[src/rtl/sram_ctrl_pkg.sv]
// Shared types for the single-port SRAM controller: FSM state encoding and
// the cen/wen/oen strobe patterns driven onto the SRAM pins.
package sram_ctrl_pkg;

   typedef enum logic [1:0] {
      ST_IDLE = 2'd0,
      ST_WR   = 2'd1,
      ST_RD   = 2'd2,
      ST_INIT = 2'd3
   } state_t;

   typedef struct packed {
      logic cen;
      logic wen;
      logic oen;
   } strobe_t;

   localparam strobe_t STB_WRITE = 3'b110;
   localparam strobe_t STB_READ  = 3'b101;
   localparam strobe_t STB_NOP   = 3'b000;

   function automatic int max_w(input int a, input int b);
      return (a > b) ? a : b;
   endfunction

endpackage

[src/rtl/sram_ctrl_agen.sv]
// Burst address generator: loads a start address, increments with natural
// wrap at 2**AW, and counts beats 0..len with last-beat and all-issued flags.
module sram_ctrl_agen #(
   parameter int            AW      = 5,
   parameter int            CW      = 5,
   parameter logic [CW-1:0] RST_LEN = '1
) (
   input  logic          i_clk,
   input  logic          i_rstn,
   input  logic          i_load,
   input  logic [AW-1:0] i_start,
   input  logic [CW-1:0] i_len,
   input  logic          i_step,
   output logic [AW-1:0] o_addr,
   output logic          o_last,
   output logic          o_done
);

   logic [AW-1:0] r_addr;
   logic [CW-1:0] r_cnt;
   logic [CW-1:0] r_len;
   logic          r_done;

   // Reset length lets the post-reset memory sweep start without a load.
   always_ff @(posedge i_clk or negedge i_rstn) begin
      if (!i_rstn) begin
         r_addr <= '0;
         r_cnt  <= '0;
         r_len  <= RST_LEN;
         r_done <= 1'b0;
      end else if (i_load) begin
         r_addr <= i_start;
         r_cnt  <= '0;
         r_len  <= i_len;
         r_done <= 1'b0;
      end else if (i_step) begin
         r_addr <= r_addr + AW'(1);
         r_cnt  <= r_cnt + CW'(1);
         if (r_cnt == r_len) r_done <= 1'b1;
      end
   end

   assign o_addr = r_addr;
   assign o_last = (r_cnt == r_len);
   assign o_done = r_done;

endmodule

[src/rtl/spsram_ctrl.sv]
// Single-port SRAM burst controller (valid/ready front end, registered SRAM pins).
// Define SRAM_CTRL_INIT_EN to zero-fill the whole SRAM after every reset.
module spsram_ctrl
   import sram_ctrl_pkg::*;
#(
   parameter int DW = 32,
   parameter int AW = 5,
   parameter int LW = 4
) (
   input  logic          i_clk,
   input  logic          i_rstn,
   input  logic          i_req_valid,
   output logic          o_req_ready,
   input  logic          i_req_wr,
   input  logic [AW-1:0] i_req_addr,
   input  logic [LW-1:0] i_req_len,
   input  logic          i_wdata_valid,
   output logic          o_wdata_ready,
   input  logic [DW-1:0] i_wdata,
   output logic          o_rdata_valid,
   input  logic          i_rdata_ready,
   output logic [DW-1:0] o_rdata,
   output logic          o_busy,
   output logic          o_init_done,
   output logic          o_sram_cen,
   output logic          o_sram_wen,
   output logic          o_sram_oen,
   output logic [AW-1:0] o_sram_addr,
   output logic [DW-1:0] o_sram_data,
   input  logic [DW-1:0] i_sram_data
);

   localparam int CW = max_w(AW, LW);
`ifdef SRAM_CTRL_INIT_EN
   localparam state_t RESET_STATE = ST_INIT;
`else
   localparam state_t RESET_STATE = ST_IDLE;
`endif

   state_t        r_state, w_state_next;
   strobe_t       r_stb, w_stb;
   logic [AW-1:0] r_sram_addr, w_sram_addr;
   logic [DW-1:0] r_sram_data, w_sram_data;
   logic          r_req_ready, r_wdata_ready, r_rdata_valid, r_rd_pend;
   logic [DW-1:0] r_rdata;
   logic          w_req_hs, w_wr_hs, w_rd_hs, w_rd_idle;
   logic          w_ag_load, w_ag_step, w_ag_last, w_ag_done;
   logic [AW-1:0] w_ag_addr;

   sram_ctrl_agen #(
      .AW      (AW),
      .CW      (CW),
      .RST_LEN (CW'((2 ** AW) - 1))
   ) u_agen (
      .i_clk   (i_clk),
      .i_rstn  (i_rstn),
      .i_load  (w_ag_load),
      .i_start (i_req_addr),
      .i_len   (CW'(i_req_len)),
      .i_step  (w_ag_step),
      .o_addr  (w_ag_addr),
      .o_last  (w_ag_last),
      .o_done  (w_ag_done)
   );

   assign w_req_hs  = i_req_valid & r_req_ready;
   assign w_wr_hs   = i_wdata_valid & r_wdata_ready;
   assign w_rd_hs   = r_rdata_valid & i_rdata_ready;
   // No read strobe on the pins and none waiting for its data word.
   assign w_rd_idle = ~r_stb.cen & ~r_rd_pend;

   always_comb begin
      w_state_next = r_state;
      w_stb        = STB_NOP;
      w_sram_addr  = '0;
      w_sram_data  = '0;
      w_ag_load    = 1'b0;
      w_ag_step    = 1'b0;
      case (r_state)
         ST_IDLE: begin
            if (w_req_hs) begin
               w_ag_load    = 1'b1;
               w_state_next = i_req_wr ? ST_WR : ST_RD;
            end
         end
         ST_WR: begin
            if (w_wr_hs) begin
               w_stb       = STB_WRITE;
               w_sram_addr = w_ag_addr;
               w_sram_data = i_wdata;
               w_ag_step   = 1'b1;
               if (w_ag_last) w_state_next = ST_IDLE;
            end
         end
         ST_RD: begin
            if (!w_ag_done && w_rd_idle && (!r_rdata_valid || w_rd_hs)) begin
               w_stb       = STB_READ;
               w_sram_addr = w_ag_addr;
               w_ag_step   = 1'b1;
            end
            if (w_rd_hs && w_ag_done && w_rd_idle) w_state_next = ST_IDLE;
         end
`ifdef SRAM_CTRL_INIT_EN
         ST_INIT: begin
            if (!w_ag_done) begin
               w_stb       = STB_WRITE;
               w_sram_addr = w_ag_addr;
               w_ag_step   = 1'b1;
            end else begin
               w_state_next = ST_IDLE;
            end
         end
`endif
         default: w_state_next = ST_IDLE;
      endcase
   end

   // Readies are registered from the next state so they are low in reset.
   always_ff @(posedge i_clk or negedge i_rstn) begin
      if (!i_rstn) begin
         r_state       <= RESET_STATE;
         r_stb         <= STB_NOP;
         r_sram_addr   <= '0;
         r_sram_data   <= '0;
         r_req_ready   <= 1'b0;
         r_wdata_ready <= 1'b0;
         r_rdata_valid <= 1'b0;
         r_rdata       <= '0;
         r_rd_pend     <= 1'b0;
      end else begin
         r_state       <= w_state_next;
         r_stb         <= w_stb;
         r_sram_addr   <= w_sram_addr;
         r_sram_data   <= w_sram_data;
         r_req_ready   <= (w_state_next == ST_IDLE);
         r_wdata_ready <= (w_state_next == ST_WR);
         r_rd_pend     <= r_stb.cen & ~r_stb.wen;
         if (r_rd_pend) begin
            r_rdata       <= i_sram_data;
            r_rdata_valid <= 1'b1;
         end else if (w_rd_hs) begin
            r_rdata_valid <= 1'b0;
         end
      end
   end

`ifdef SRAM_CTRL_INIT_EN
   logic r_init_done;

   always_ff @(posedge i_clk or negedge i_rstn) begin
      if (!i_rstn) r_init_done <= 1'b0;
      else if (r_state == ST_INIT && w_ag_done) r_init_done <= 1'b1;
   end

   assign o_init_done = r_init_done;
`else
   assign o_init_done = 1'b1;
`endif

   assign o_req_ready   = r_req_ready;
   assign o_wdata_ready = r_wdata_ready;
   assign o_rdata_valid = r_rdata_valid;
   assign o_rdata       = r_rdata;
   assign o_busy        = (r_state != ST_IDLE);
   assign o_sram_cen    = r_stb.cen;
   assign o_sram_wen    = r_stb.wen;
   assign o_sram_oen    = r_stb.oen;
   assign o_sram_addr   = r_sram_addr;
   assign o_sram_data   = r_sram_data;

endmodule

[config.mk]
export PLATFORM = sky130hd
export DESIGN_NAME = spsram_ctrl
export DESIGN_NICKNAME = d
export VERILOG_FILES = /design/src/rtl/sram_ctrl_pkg.sv /design/src/rtl/sram_ctrl_agen.sv /design/src/rtl/spsram_ctrl.sv
export SDC_FILE = /design/constraint.sdc
export NUM_CORES = 1
export LEC_CHECK = 0
export CAP_MARGIN = 30
export CORE_MARGIN = 3
export CORE_UTILIZATION = 42
export CTS_CLUSTER_SIZE = 30
export DETAILED_ROUTE_END_ITERATION = 8
export HOLD_SLACK_MARGIN = 0.15
export PLACE_DENSITY = 0.79
export SYNTH_ARGS = -nofsm -noshare
export SYNTH_HDL_FRONTEND = slang
export SYNTH_SLANG_ARGS = --single-unit
[constraint.sdc]
create_clock -name i_clk -period 2 [get_ports i_clk]
set_clock_uncertainty 0.1 [all_clocks]
set_input_delay 0.4 -clock i_clk [delete_from_list [all_inputs] [get_ports i_clk]]
set_output_delay 0.4 -clock i_clk [all_outputs]
set_load 0.005 [all_outputs]
* Yosys cells after proc, flatten, opt, wreduce, memory -nomap -nowiden
Cells that the tools add are included.
** Operators by class
- $add $sub $neg :: 2
- Eq/ne operators :: 4
- Multiplexer cells :: 28
- Bitwise operators :: 8
- Reduce and logical (&&, ||, !) cells :: 14
** Operators by type and width (count)
- $mux 32 :: 2
- $mux 5 :: 6
- $add 5x1->5 const B :: 2
- $mux 2 :: 5
- $pmux 5 s2 :: 1
- $mux 1 :: 9
- $reduce_bool 2->1 :: 4
- $mux 3 :: 2
- $pmux 2 s3 :: 1
- $pmux 3 s2 :: 1
- $and 1x1->1 :: 5
- $eq 5x5->1 :: 1
- $eq 2x1->1 const B :: 2
- $logic_and 1x1->1 :: 4
- $logic_not 2->1 :: 2
- $not 1->1 :: 3
- $eq 2x2->1 const B :: 1
- $logic_not 1->1 :: 2
- $pmux 1 s2 :: 1
- $reduce_and 2->1 :: 1
- $logic_or 1x1->1 :: 1
** Word-level totals
- Register bits after elaboration :: 94
- Logic and storage cells :: 71

* Logic depth before layout (Yosys ltp)
- Word-level depth :: 8
- Mapped depth :: 9

* Hierarchy
A second synthesis with hierarchy kept.
** Second synthesis, totals
- Cell total of the unflattened synthesis :: 261
- Area total of the unflattened synthesis :: 3664.8 um^2
** By module, submodules not included
- spsram_ctrl :: instances 1, cells each 194, area each 2871.5 um^2
- sram_ctrl_agen :: instances 1, cells each 67, area each 793.3 um^2

* Worst setup path before layout
Ideal clock, no wire load.
- Path kind :: reg2reg
- Start :: register r_state[1]
- End :: register u_agen.r_addr[1], in the netlist u_agen.o_addr[1]
- Arrival time :: 1621 ps
- Path slack :: 147 ps
- Stages on the path, launching flop included :: 10
- Path buffers :: 2
- Period minus slack after synthesis :: 1853 ps
- Cell sequence :: dfrtp_1 -> inv_1 -> ha_1 -> and3_4 -> buf_6 -> a31o_4 -> and2_4 -> buf_6 -> mux2i_1 -> o21ai_1
** Between the ends
- Word-level cells in the longest chain between the ends :: 3
- Elaborated cells on any way between the ends :: 7
- Classes of those cells :: eq/ne: 2; mux: 3; reduce/logical: 2
** Ends and longest elaborated chain
- start, declared :: line spsram_ctrl.sv:40 : state_t r_state, w_state_next;
- start signal, assigned :: line spsram_ctrl.sv:131 : r_state <= w_state_next;
- $eq 2x2->1 or $eq 2x1->1 (tied branches) :: line spsram_ctrl.sv:79 : case (r_state)
- $pmux 1 s2 (*) :: line spsram_ctrl.sv:79
- via u_agen.i_step :: line sram_ctrl_agen.sv:13 : input logic i_step,
- $reduce_bool 2->1 (no source line) (*)
- end signal, assigned :: line sram_ctrl_agen.sv:32 : r_addr <= i_start;
- end signal, assigned :: line sram_ctrl_agen.sv:37 : r_addr <= r_addr + AW'(1);
- end, declared :: line sram_ctrl_agen.sv:19 : logic [AW-1:0] r_addr;
Mark *: on every way through the listed nets, which the timed path passes. The rest lies on a longest branch.
A chain may end at the register's enable or synchronous reset.

* Worst setup path in the final report
- Start :: register r_state[0]
- End :: register u_agen.r_addr[0], in the netlist u_agen.o_addr[0]
** Between the ends
- Word-level cells in the longest chain between the ends :: 3
- Elaborated cells on any way between the ends :: 7
- Classes of those cells :: eq/ne: 2; mux: 3; reduce/logical: 2
** Ends and longest elaborated chain (line)
- $eq 2x2->1, or another cell as far along :: spsram_ctrl.sv:79
- $pmux 1 s2 or $mux 1 (tied branches) :: spsram_ctrl.sv:79
- $reduce_bool 2->1 (no source line) or $mux 5 (tied branches)
Parallel ways exist; a longest one is shown, timed or not.

==> results.sh <==
export IMPL_grt_max_degree=95
export IMPL_hold_class="reg2reg"
export IMPL_setup_ws_ns=0.129
export IMPL_die_h_um=99.3
export IMPL_cts_max_path_buffers=2
export IMPL_dr_total_vias=2586
export IMPL_setup_viol=0
export IMPL_die_area_mm2=0.00985
export IMPL_seq_area_frac_synth_pct=64.6
export IMPL_status="finished, final reports clean"
export IMPL_synthArstFlopShare_pct=100
export IMPL_wire_per_inst_um=15.2
export IMPL_syn_inst=274
export IMPL_leakagePower_nw=2.51
export IMPL_timing_final_hold_violations=0
export IMPL_start_kind="register"
export IMPL_synth_xor_xnor_area_share_pct=3.12
export IMPL_std_cell_rows=33
export IMPL_cts_root_buf="clkbuf_8"
export IMPL_clk_latency_ns=0.35
export IMPL_clock_fmax_mhz=534
export IMPL_synth_cell_area_mm2=0.00365
export IMPL_grt_usage_pct=18.0
export IMPL_power_frac_comb_pct=37.9
export IMPL_synth_top_area_cell="dfrtp_1"
export IMPL_cp_end_kind="register"
export IMPL_clk_transition_reported_paths_ns=0.08
export IMPL_syn_nets=359
export IMPL_grt_pass1_wl_um=13800
export IMPL_dpl_hpwl_um=6170
export IMPL_synth_enable_flop_cells=0
export IMPL_initial_core_util_pct=43.8
export IMPL_fin_worst_hold_slack_ns=0.339
export IMPL_cts_sinks=94
export IMPL_synth_fa_ha_area_share_pct=2.06
export IMPL_area_growth_pct=52.4
export IMPL_pre_cts_slack_ns=-0.0284
export IMPL_yosysMostFrequentCell="dfrtp_1"
export IMPL_cap_violations=0
export IMPL_synthFlopType="dfrtp_1"
export IMPL_seqCellArea_mm2=0.00236
export IMPL_instances_no_fill=547
export IMPL_synthMuxAreaShare_pct=10.7
export IMPL_drtAntennaViolNets=0
export IMPL_num_io_pins=156
export IMPL_grt_pass1_vias=2762
export IMPL_path_max_fanout=12
export IMPL_swShare_pct=28.5
export IMPL_fin_nets=522
export IMPL_rsz0062_at_grt="no"
export IMPL_period_share_pct=93.6
export IMPL_portBuffers=154
export IMPL_synth_simple_gate_area_share_pct=13.6
export IMPL_viasPerCell=4.73
export IMPL_h_tree_depth=3
export IMPL_yosys_warnings=0
export IMPL_syn_avg_cell_area_um2=13.3
export IMPL_synth_compound_area_share_pct=3.22
export IMPL_core_area_mm2=0.00834
export IMPL_n_antenna_cell=0
export IMPL_drt_iter0_drc=93
export IMPL_required_ns=2.13
export IMPL_synth_top_cell_area_share_pct=61.0
export IMPL_power_density_mw_per_mm2=1180
export IMPL_ir_drop_v=0.000634
export IMPL_antenna_found_initial=0
export IMPL_synth_top_family_by_area="simple AND/OR/NAND/NOR gates"
export IMPL_critPathArrivalTime_ns=2.00
export IMPL_ys_ff_latch=94
export IMPL_cts_buffers=9
export IMPL_synthTopCellsByCount="dfrtp_1, and2_1, mux2_2"
export IMPL_tritoncts="done"
export IMPL_clkPwrFrac_pct=19.7
export IMPL_routed_wirelength_um=8340
export IMPL_grt_overflow=0
export IMPL_dp_cells=529
export IMPL_synthTopCellsByArea="dfrtp_1, mux2_2, and2_1"
export IMPL_multiInputGateArea_mm2=0.00121
export IMPL_synth_cell_types=35
export IMPL_layout_drive_gt1_share_pct=16.1
export IMPL_power_switching_w=0.00188
export IMPL_critPathKind="reg2reg"
export IMPL_power_frac_seq_pct=42.4
export IMPL_num_fill_cells=631
export IMPL_place_gp_congestion=0.733
export IMPL_drc=0
export IMPL_p_int_w=0.00472
export IMPL_min_period_ns=1.87
export IMPL_die_x_um=99.3
export IMPL_drv_slew=0
export IMPL_first_pass_iters=4
area by class of cell:
cell class / instances / area share [%]
sequential: 94 / 42.4
clock buffer: 14 / 3.10
multi-input combinational: 162 / 21.8
inverter: 5 / 0.337
timing repair buffer: 165 / 29.4
tap: 105 / 2.36
clock inverter: 2 / 0.697
repair_timing:
action	CTS	global route
resized for setup	5	0
endpoints found under the setup margin	1	0
setup buffers	1	0
hold endpoints to repair	89	0
hold buffers	1	0
metrics by stage:
stage / utilization [%] / TNS [ns] / power (W) / cell area [µm²]
floorplan: - / 0 / 0.00395 / 3650
global placement: 63.9 / 0 / 0.00521 / 5330
detailed placement: 63.9 / -0.0284 / 0.00533 / 5330
CTS: 66.7 / 0 / 0.00668 / 5570
global route: 66.7 / 0 / 0.00704 / 5570
finish: 66.7 / 0 / 0.00659 / 5570
cells by family after synthesis:
family	after synthesis
AOI/OAI and AO/OA	15
xor gates and xnor gates	13
adders and majority gates	6
buffers and inverters	18
DFF	94
muxes	35
other	1
and+or+nand+nor	92
layer usage:
metal  wire [µm]  track usage, %  part of all wire (%)  up-vias
li1            -               -                     -     1232
met1        3370            21.9                    40     1244
met2        4250            31.3                    51       98
met3         586            4.56                   7.0       12
met4         132            6.09                   1.6        0
met5           0               0                     0        -
placed cells by master (no fill, tap or decap), types with 7 or more instances in the layout:
cell type,synthesis,routed
nor2_1,14,14
and3_1,9,9
clkbuf_8,0,12
mux2_2,32,32
buf_4,2,10
dfrtp_1,89,89
and2_1,33,33
nand3_1,7,7
xor2_1,11,11
clkdlybuf4s50_1,0,152
nand2_1,19,19
state kept, by name, summed over array words and instances, names as in the netlist:
register / flops
o_rdata: 32
o_sram_data: 32
o_sram_addr: 5
u_agen.o_addr: 5
u_agen.r_cnt: 5
u_agen.r_len: 5
r_state: 2
o_rdata_valid: 1
o_req_ready: 1
o_sram_cen: 1
o_sram_oen: 1
o_sram_wen: 1
o_wdata_ready: 1
r_rd_pend: 1
u_agen.o_done: 1
power groups by stage:
stage               registers [W]  logic [W]  clock network [W]
floorplan                 0.00283    0.00112                  0
global placement          0.00281    0.00240                  0
detailed placement        0.00285    0.00248                  0
CTS                       0.00281    0.00254            0.00134
global route              0.00288    0.00273            0.00143
finish                    0.00280    0.00250            0.00130
worst max-delay path: stages, from the launching register on:
cell and delay [ns]:
dfrtp_1 0.40, buf_4 0.16, ha_1 0.22, and3_4 0.17, a31o_4 0.25, and2_4 0.20
xnor2_1 0.16, o21ai_0 0.09
path summary, 6_finish.rpt:
kind | startpoint | to | slack (ns) | cells after the start
worst max-delay path | r_state[0]$_DFF_PN0_ | u_agen.o_addr[0]$_DFFE_PN0P_ | 0.13 | 7
worst min-delay path | o_sram_wen$_DFF_PN0_ | r_rd_pend$_DFF_PN0_ | 0.34 | 1
worst max register to register | r_state[0]$_DFF_PN0_ | u_agen.o_addr[0]$_DFFE_PN0P_ | 0.13 | 7
worst min register to register | o_sram_wen$_DFF_PN0_ | r_rd_pend$_DFF_PN0_ | 0.34 | 1
max in group asynchronous | i_rstn | u_agen.r_len[0]$_DFFE_PN1P_ | 0.87 | 3
min in group asynchronous | i_rstn | o_rdata[24]$_DFFE_PN0P_ | 0.52 | 3
Note: power is estimated with default switching activity, not from simulation.
